### src/rtl/four_divider.sv
// Sequential unsigned restoring divider: one quotient bit per clock, start/busy/done handshake.
// Trial subtraction is an add of the inverted divisor with carry-in 1, like the adder/subtractor.
module four_divider #(
  parameter int WIDTH = 4
) (
  input  logic             clk,
  input  logic             rst_n,
  input  logic             start,
  input  logic [WIDTH-1:0] dividend,
  input  logic [WIDTH-1:0] divisor,
  output logic             busy,
  output logic             done,
  output logic [WIDTH-1:0] quotient,
  output logic [WIDTH-1:0] remainder,
  output logic             div_by_zero
);

  localparam int CW = (WIDTH > 2) ? $clog2(WIDTH) : 1;
  localparam logic [WIDTH:0] ONE = {{WIDTH{1'b0}}, 1'b1};

  typedef enum logic [1:0] {IDLE, CALC, DONE} state_t;

  state_t state, state_next;

  logic [WIDTH:0]   rem_reg;
  logic [WIDTH-1:0] shq_reg;
  logic [WIDTH-1:0] dvsr_reg;
  logic [CW-1:0]    count;

  logic             accept;
  logic             last;
  logic             no_borrow;
  logic [WIDTH:0]   rem_shift;
  logic [WIDTH:0]   trial;
  logic [WIDTH:0]   rem_new;
  logic [WIDTH-1:0] shq_new;

  // Requests are only honoured when no division is running.
  assign accept = start && ((state == IDLE) || (state == DONE));
  assign last   = (count == '0);
  assign busy   = (state == CALC);
  assign done   = (state == DONE);

  // One restoring step: shift {R,Q}, try R - divisor, keep it only without a borrow.
  always_comb begin
    rem_shift = {rem_reg[WIDTH-1:0], shq_reg[WIDTH-1]};
    trial     = rem_shift + ~{1'b0, dvsr_reg} + ONE;
    no_borrow = ~trial[WIDTH];
    rem_new   = no_borrow ? trial : rem_shift;
    shq_new   = {shq_reg[WIDTH-2:0], no_borrow};
  end

  always_ff @(posedge clk or negedge rst_n) begin
    if (!rst_n) begin
      state <= IDLE;
    end else begin
      state <= state_next;
    end
  end

  always_comb begin
    state_next = state;
    case (state)
      IDLE:    if (accept) state_next = CALC;
      CALC:    if (last) state_next = DONE;
      DONE:    state_next = accept ? CALC : IDLE;
      default: state_next = IDLE;
    endcase
  end

  always_ff @(posedge clk or negedge rst_n) begin
    if (!rst_n) begin
      rem_reg     <= '0;
      shq_reg     <= '0;
      dvsr_reg    <= '0;
      count       <= '0;
      quotient    <= '0;
      remainder   <= '0;
      div_by_zero <= 1'b0;
    end else if (accept) begin
      rem_reg  <= '0;
      shq_reg  <= dividend;
      dvsr_reg <= divisor;
      count    <= CW'(WIDTH - 1);
    end else if (state == CALC) begin
      rem_reg <= rem_new;
      shq_reg <= shq_new;
      if (last) begin
        quotient    <= shq_new;
        remainder   <= rem_new[WIDTH-1:0];
        div_by_zero <= (dvsr_reg == '0);
      end else begin
        count <= count - CW'(1);
      end
    end
  end

endmodule

### config.mk
export PLATFORM = sky130hd
export DESIGN_NAME = four_divider
export DESIGN_NICKNAME = d
export VERILOG_FILES = /design/src/rtl/four_divider.sv
export SDC_FILE = /design/constraint.sdc
export NUM_CORES = 1
export LEC_CHECK = 0
export CAP_MARGIN = 15
export CORE_UTILIZATION = 51
export DETAILED_ROUTE_END_ITERATION = 8
export DONT_BUFFER_PORTS = 1
export GPL_TIMING_DRIVEN = 0
export PLACE_DENSITY = 0.73
export SETUP_SLACK_MARGIN = 0.15
export SLEW_MARGIN = 20
export SYNTH_ARGS = -nofsm -noshare
export SYNTH_HDL_FRONTEND = slang
export SYNTH_SLANG_ARGS = --single-unit
### constraint.sdc
create_clock -name clk -period 2.75 [get_ports clk]
set_input_delay 0.4125 -clock clk [delete_from_list [all_inputs] [get_ports clk]]
set_output_delay 0.4125 -clock clk [all_outputs]
set_load 0.005 [all_outputs]
**Word-level counts from Yosys, hierarchy flattened**

Cells that the tools add are included.

- $add $sub $neg: 3
- Eq/ne operators: 5
- Multiplexer cells: 12
- Bitwise operators: 3
- Reduce and logical (&&, ||, !) cells: 9

Operators with widths:

| kind | number |
|---|---|
| 4-bit 2-to-1 mux | 5 |
| 2-bit 2-to-1 mux | 5 |
| 2-bit case mux with 3 select lines | 1 |
| 5-bit by 1-bit adder with 5-bit output (second input constant) | 1 |
| 5-bit adder | 1 |
| 4-bit NOT with 5-bit output | 1 |
| 2-bit logical NOT | 2 |
| 4-bit logical NOT | 1 |
| 2-bit != test (second input constant) | 2 |
| 2-bit AND reduction | 2 |
| 3-bit AND reduction | 1 |
| 2-bit by 1-bit == test with 1-bit output (second input constant) | 1 |
| 2-bit == test (second input constant) | 1 |
| 2-bit by 1-bit != test with 1-bit output (second input constant) | 1 |
| 1-bit NOT | 2 |
| 2-bit nonzero test | 1 |
| 2-bit by 1-bit subtractor with 2-bit output (second input constant) | 1 |
| 1-bit logical AND | 1 |
| 1-bit logical OR | 1 |
| 1-bit 2-to-1 mux | 1 |

- Flip-flop bits (word level): 25
- Bits of input ports: 11
- Output and inout port bits: 11

**Longest topological paths before layout**

- Word-level depth: 6
- Mapped depth: 8
- Gate-level depth less buffers: 8

**Worst setup path before layout**

Ideal clock, no wire load.

- Path type: flip-flop to flip-flop
- Start point: register dvsr_reg[0]
- End point: register remainder[0]
- Library setup time: 0.083 ns
- Arrival: 2.010 ns
- Path slack: 0.657 ns
- Stages on the path, launching flop included: 8
- Buffers on the path: 0
- Period minus slack after synthesis: 2.093 ns
- Cells stage by stage: dfrtp_1 ha_1 fa_1 nand2b_1 a21oi_2 xor2_4 mux2_4 o21ai_0

- Word-level cells in the longest chain between the ends: 4

RTL lines:

| element | line | text |
|---|---|---|
| start: declaration | 27 | `logic [WIDTH-1:0] dvsr_reg;` |
| start signal: assignment | 83 | `dvsr_reg <= divisor;` |
| 4-bit NOT with 5-bit output | 47 | `trial = rem_shift + ~{1'b0, dvsr_reg} + ONE;` |
| 5-bit adder | 47 |  |
| 5-bit by 1-bit adder with 5-bit output | 47 |  |
| 4-bit 2-to-1 mux | 49 | `rem_new = no_borrow ? trial : rem_shift;` |
| end signal: assignment | 90 | `remainder <= rem_new[WIDTH-1:0];` |
| end: declaration | 14 | `output logic [WIDTH-1:0] remainder,` |

No other way between the ends.
A chain may end at the register's enable or synchronous reset.

**Worst setup path after layout**

- Start point: register dvsr_reg[0]
- End point: register rem_reg[1]

- Word-level cells in the longest chain between the ends: 6

RTL lines:

| element | line | text |
|---|---|---|
| 4-bit NOT with 5-bit output | 47 |  |
| 5-bit adder | 47 |  |
| 5-bit by 1-bit adder with 5-bit output | 47 |  |
| 4-bit 2-to-1 mux | 49 |  |
| 4-bit 2-to-1 mux | 85 | `end else if (state == CALC) begin` |
| 4-bit 2-to-1 mux | 80 | `end else if (accept) begin` |
| end signal: assignment | 86 | `rem_reg <= rem_new;` |
| end: declaration | 25 | `logic [WIDTH:0] rem_reg;` |

No other way between the ends. The select of a mux whose other input is x is not followed.

==> results.md <==
- Critical path peak fanout: 6
- Cell internal pwr: approximately 1000 µW
- Core area: 2190 µm²
- Sort of element at the start of the critical path: register
- Power density over the cells: 1380 nW/µm²
- Sinks on Clock Net: 25
- Worst endpoint data arrival time: between 2 and 3 ns
- Origin of the critical flop-to-flop path: dvsr_reg[0]
- Critical path buffers and inverters: 0
- Largest clock skew in the final design: 0.00558 ns
- Residual DRC count: 0
- Final routed wirelength across all metal layers: 2030 µm
- Critical path startpoint: dvsr_reg[0]
- Net switching share of the total power: 0.417
- Total net switching power: 731 µW
- Total routing resource utilization after global routing: 0.191
- # resized after CTS: 0
- Max stage delay on crit path: around 0.43 ns
- First-pass GRT wire length: 3520 µm
- Synth area leader: dfrtp_1
- Synthesized instance count: 112
- Antenna-violating nets left: 0
- Die Wd: 50.2 µm
- Avg WL per Cell: 13.9 µm
- Total setup buffers inserted after CTS: 0
- Setup repair after global routing missed its margin: no
- Top cells by area in the synthesized netlist: dfrtp_1 (53%), nand2_1 (7.3%), ha_1 (5.3%), o21ai_0 (5.1%), mux2_2 (3.8%)
- CP endpoint kind: register
- Synthesized area divided by synthesized cell count: between 10 and 15 µm²
- Post-synthesis register bit count: 25
- Part of the Yosys area used for sequential elements: 0.529
- Start point of the worst hold path: divisor[0]
- Worst hold path type: input pin to register
- Worst-skew pair later-pin latency: between 0.3 and 0.4 ns
- Number of global-route vias before repair: slightly above 800
- Clock tree buffer depth: 2
- Deepest level of the CTS H-tree: 1
- Slew Limit Fails: 0
- Number of antenna violations at the first check in global routing: 0
- Router iterations before antenna repair: 4
- Die Area: about 2500 µm²
- Leakage power figure: 0.000608 µW
- Routed via count divided by cell count: ~5.4
- Post-Synthesis Cell Area: between 1000 and 1500 µm²
- Critical path class: register to register
- Sum of net half-perimeters after detailed placement: 1530 µm
- Endpoint required time on the critical path: around 3 ns
- Clock power frac: 0.093
- Util after Layout: 0.582
- Final-stage net count: 136
- Worst-path cell chain: ha_1 -> fa_1 -> nand2b_1 -> a21oi_2 -> xor2_4 -> mux2_4 -> o21ai_0
- TritonCTS clock tree: done
- Least-Margin Pin Slew: 0.480 ns
- CTS Root Cell: clkbuf_4
- Number of instances in the placed design: 140
- Dpl cell area: about 1200 µm²
- Number of buffers added by the clock tree synthesis step: 3
- Effective utilization at floorplan: 0.540
- Maximum Capacitance Violations: 0
- Register clock-pin slew on the reported worst setup and hold paths: 0.14 ns
- Crit path max-delay cell type: dfrtp_1
- Total number of vias: 788
- Peak clock frequency supported by timing: ~0.43 GHz
- Final critical path time including I/O delays and setup: 2.35 ns
- Vert. Die Dim: 50.2 µm
- Cell area after layout: 1270 µm²
- Initial drt markers: 5
- Area growth from synthesis to final layout: 7.83%
- Number of hold violations in the final report: 0
- Share of the clock period used by the worst path: 0.854
- Leading cell types in the layout, fill and taps excluded: dfrtp_1 (25), nand2_1 (23), o21ai_0 (12)
- Power share of the sequential group: 0.385
- Max_slew headroom: 0.679
- Cell family with the largest share of critical-path delay: adder cells
- Top-level port count: 22
- Diodes inserted: 0
- Number of warnings issued by yosys: 0
- Pin count of the biggest net entering global routing: 26
- Total nets after synthesis: 129
- Fill cell count: 200
- Maximum vdd drop: 0.775 mV
- Count of port buffers added during placement: 0
- Layout cell share with drive strength beyond 1: 0.127
- Setup TNS: 0 ns
- Standard-cell row count: 17
- Most frequent standard cell in the layout excluding fill and tap cells: dfrtp_1
- Count of non-filler cells in the finished layout: 146
- Portion of total power attributed to combinational logic: 0.521
- Final count of negative-setup-slack endpoints: 0
- Netlist cell types: 28
- Residual overflow from global routing: 0
- Final Wtd Congestion: 0.803
- Hold bufs inserted after CTS: 2
- Result of the run: completed
- Area fraction of the dominant cell type after synthesis: 0.529
## final cells by class
class	count	area (µm²)	share of cell area
buffer	3	12.5	0.00981
sequential	25	626	0.491
clock buffer	3	22.5	0.0177
tap	28	35.0	0.0275
inverter	9	33.8	0.0265
multi-input combinational	75	510	0.400
timing repair buffer	2	30.0	0.0236
clock inverter	1	5.00	0.00393
## worst register-to-register path, stage by stage (launching register included)
cell and delay (ns):
dfrtp_1 0.43, ha_1 0.22, fa_1 0.42, nand2b_1 0.18
a21oi_2 0.22, xor2_4 0.31, mux2_4 0.34, o21ai_0 0.16
## power by group through the flow
stage	Combinational [µW]	Clock (µW)	Sequential, µW
2_1_floorplan	756	0	652
3_3_place_gp	876	0	676
3_5_place_dp	916	0	688
4_1_cts	929	170	678
5_1_grt	1050	180	700
6_report	914	164	676
## cells by family after synthesis
logic type	share of synthesized area
flip-flops	0.529
AND/OR/NAND/NOR	0.129
adder cells (fa/ha/maj)	0.0698
buffers and inverters	0.0391
AO/OA/AOI/OAI	0.114
XOR/XNOR	0.0381
multiplexers	0.0804
## per-stage QoR
step	hold WS [ns]	worst slack [ns]	total power (µW)
global route	0.206	0.248	1930
finish	0.198	0.401	1750
CTS	0.189	0.391	1780
floorplan	0.117	0.657	1410
detailed placement	0.117	0.435	1600
global placement	0.117	0.508	1550
## final timing paths
path | end | slack, ns | depth (start not counted)
min in group asynchronous | rem_reg[3] | 0.51 | 2
max in group asynchronous | quotient[0] | 2.10 | 2
max reg2reg | rem_reg[1] | 0.40 | 7
min | dvsr_reg[0] | 0.20 | 2
max | rem_reg[1] | 0.40 | 7
min reg2reg | div_by_zero | 0.52 | 2
## cell usage after synthesis
library cell  number
inv_2              1
inv_1              8
nor2b_1            2
fa_1               1
or3_1              1
nor3_1             1
buf_2              1
ha_1               5
o311ai_0           1
mux2_4             2
clkbuf_1           2
nand3_1            1
a221o_1            1
mux2i_1            2
or4_1              1
xor2_1             1
nand2b_1           3
o21ai_1            4
nand2_1           23
a22oi_1            3
nor2_1             3
a21oi_1            1
xnor2_1            1
dfrtp_1           25
a21oi_2            1
mux2_2             4
xor2_4             1
o21ai_0           12
## per-layer routing
layer | track usage | up-vias | wire, µm
met1 | 0.227 | 386 | 901
met4 | 0.0857 | 0 | 16
met3 | 0.0333 | 2 | 67
li1 | - | 388 | -
met5 | 0 | - | 0
met2 | 0.333 | 12 | 1050
Power figures use the tool's default switching activity.
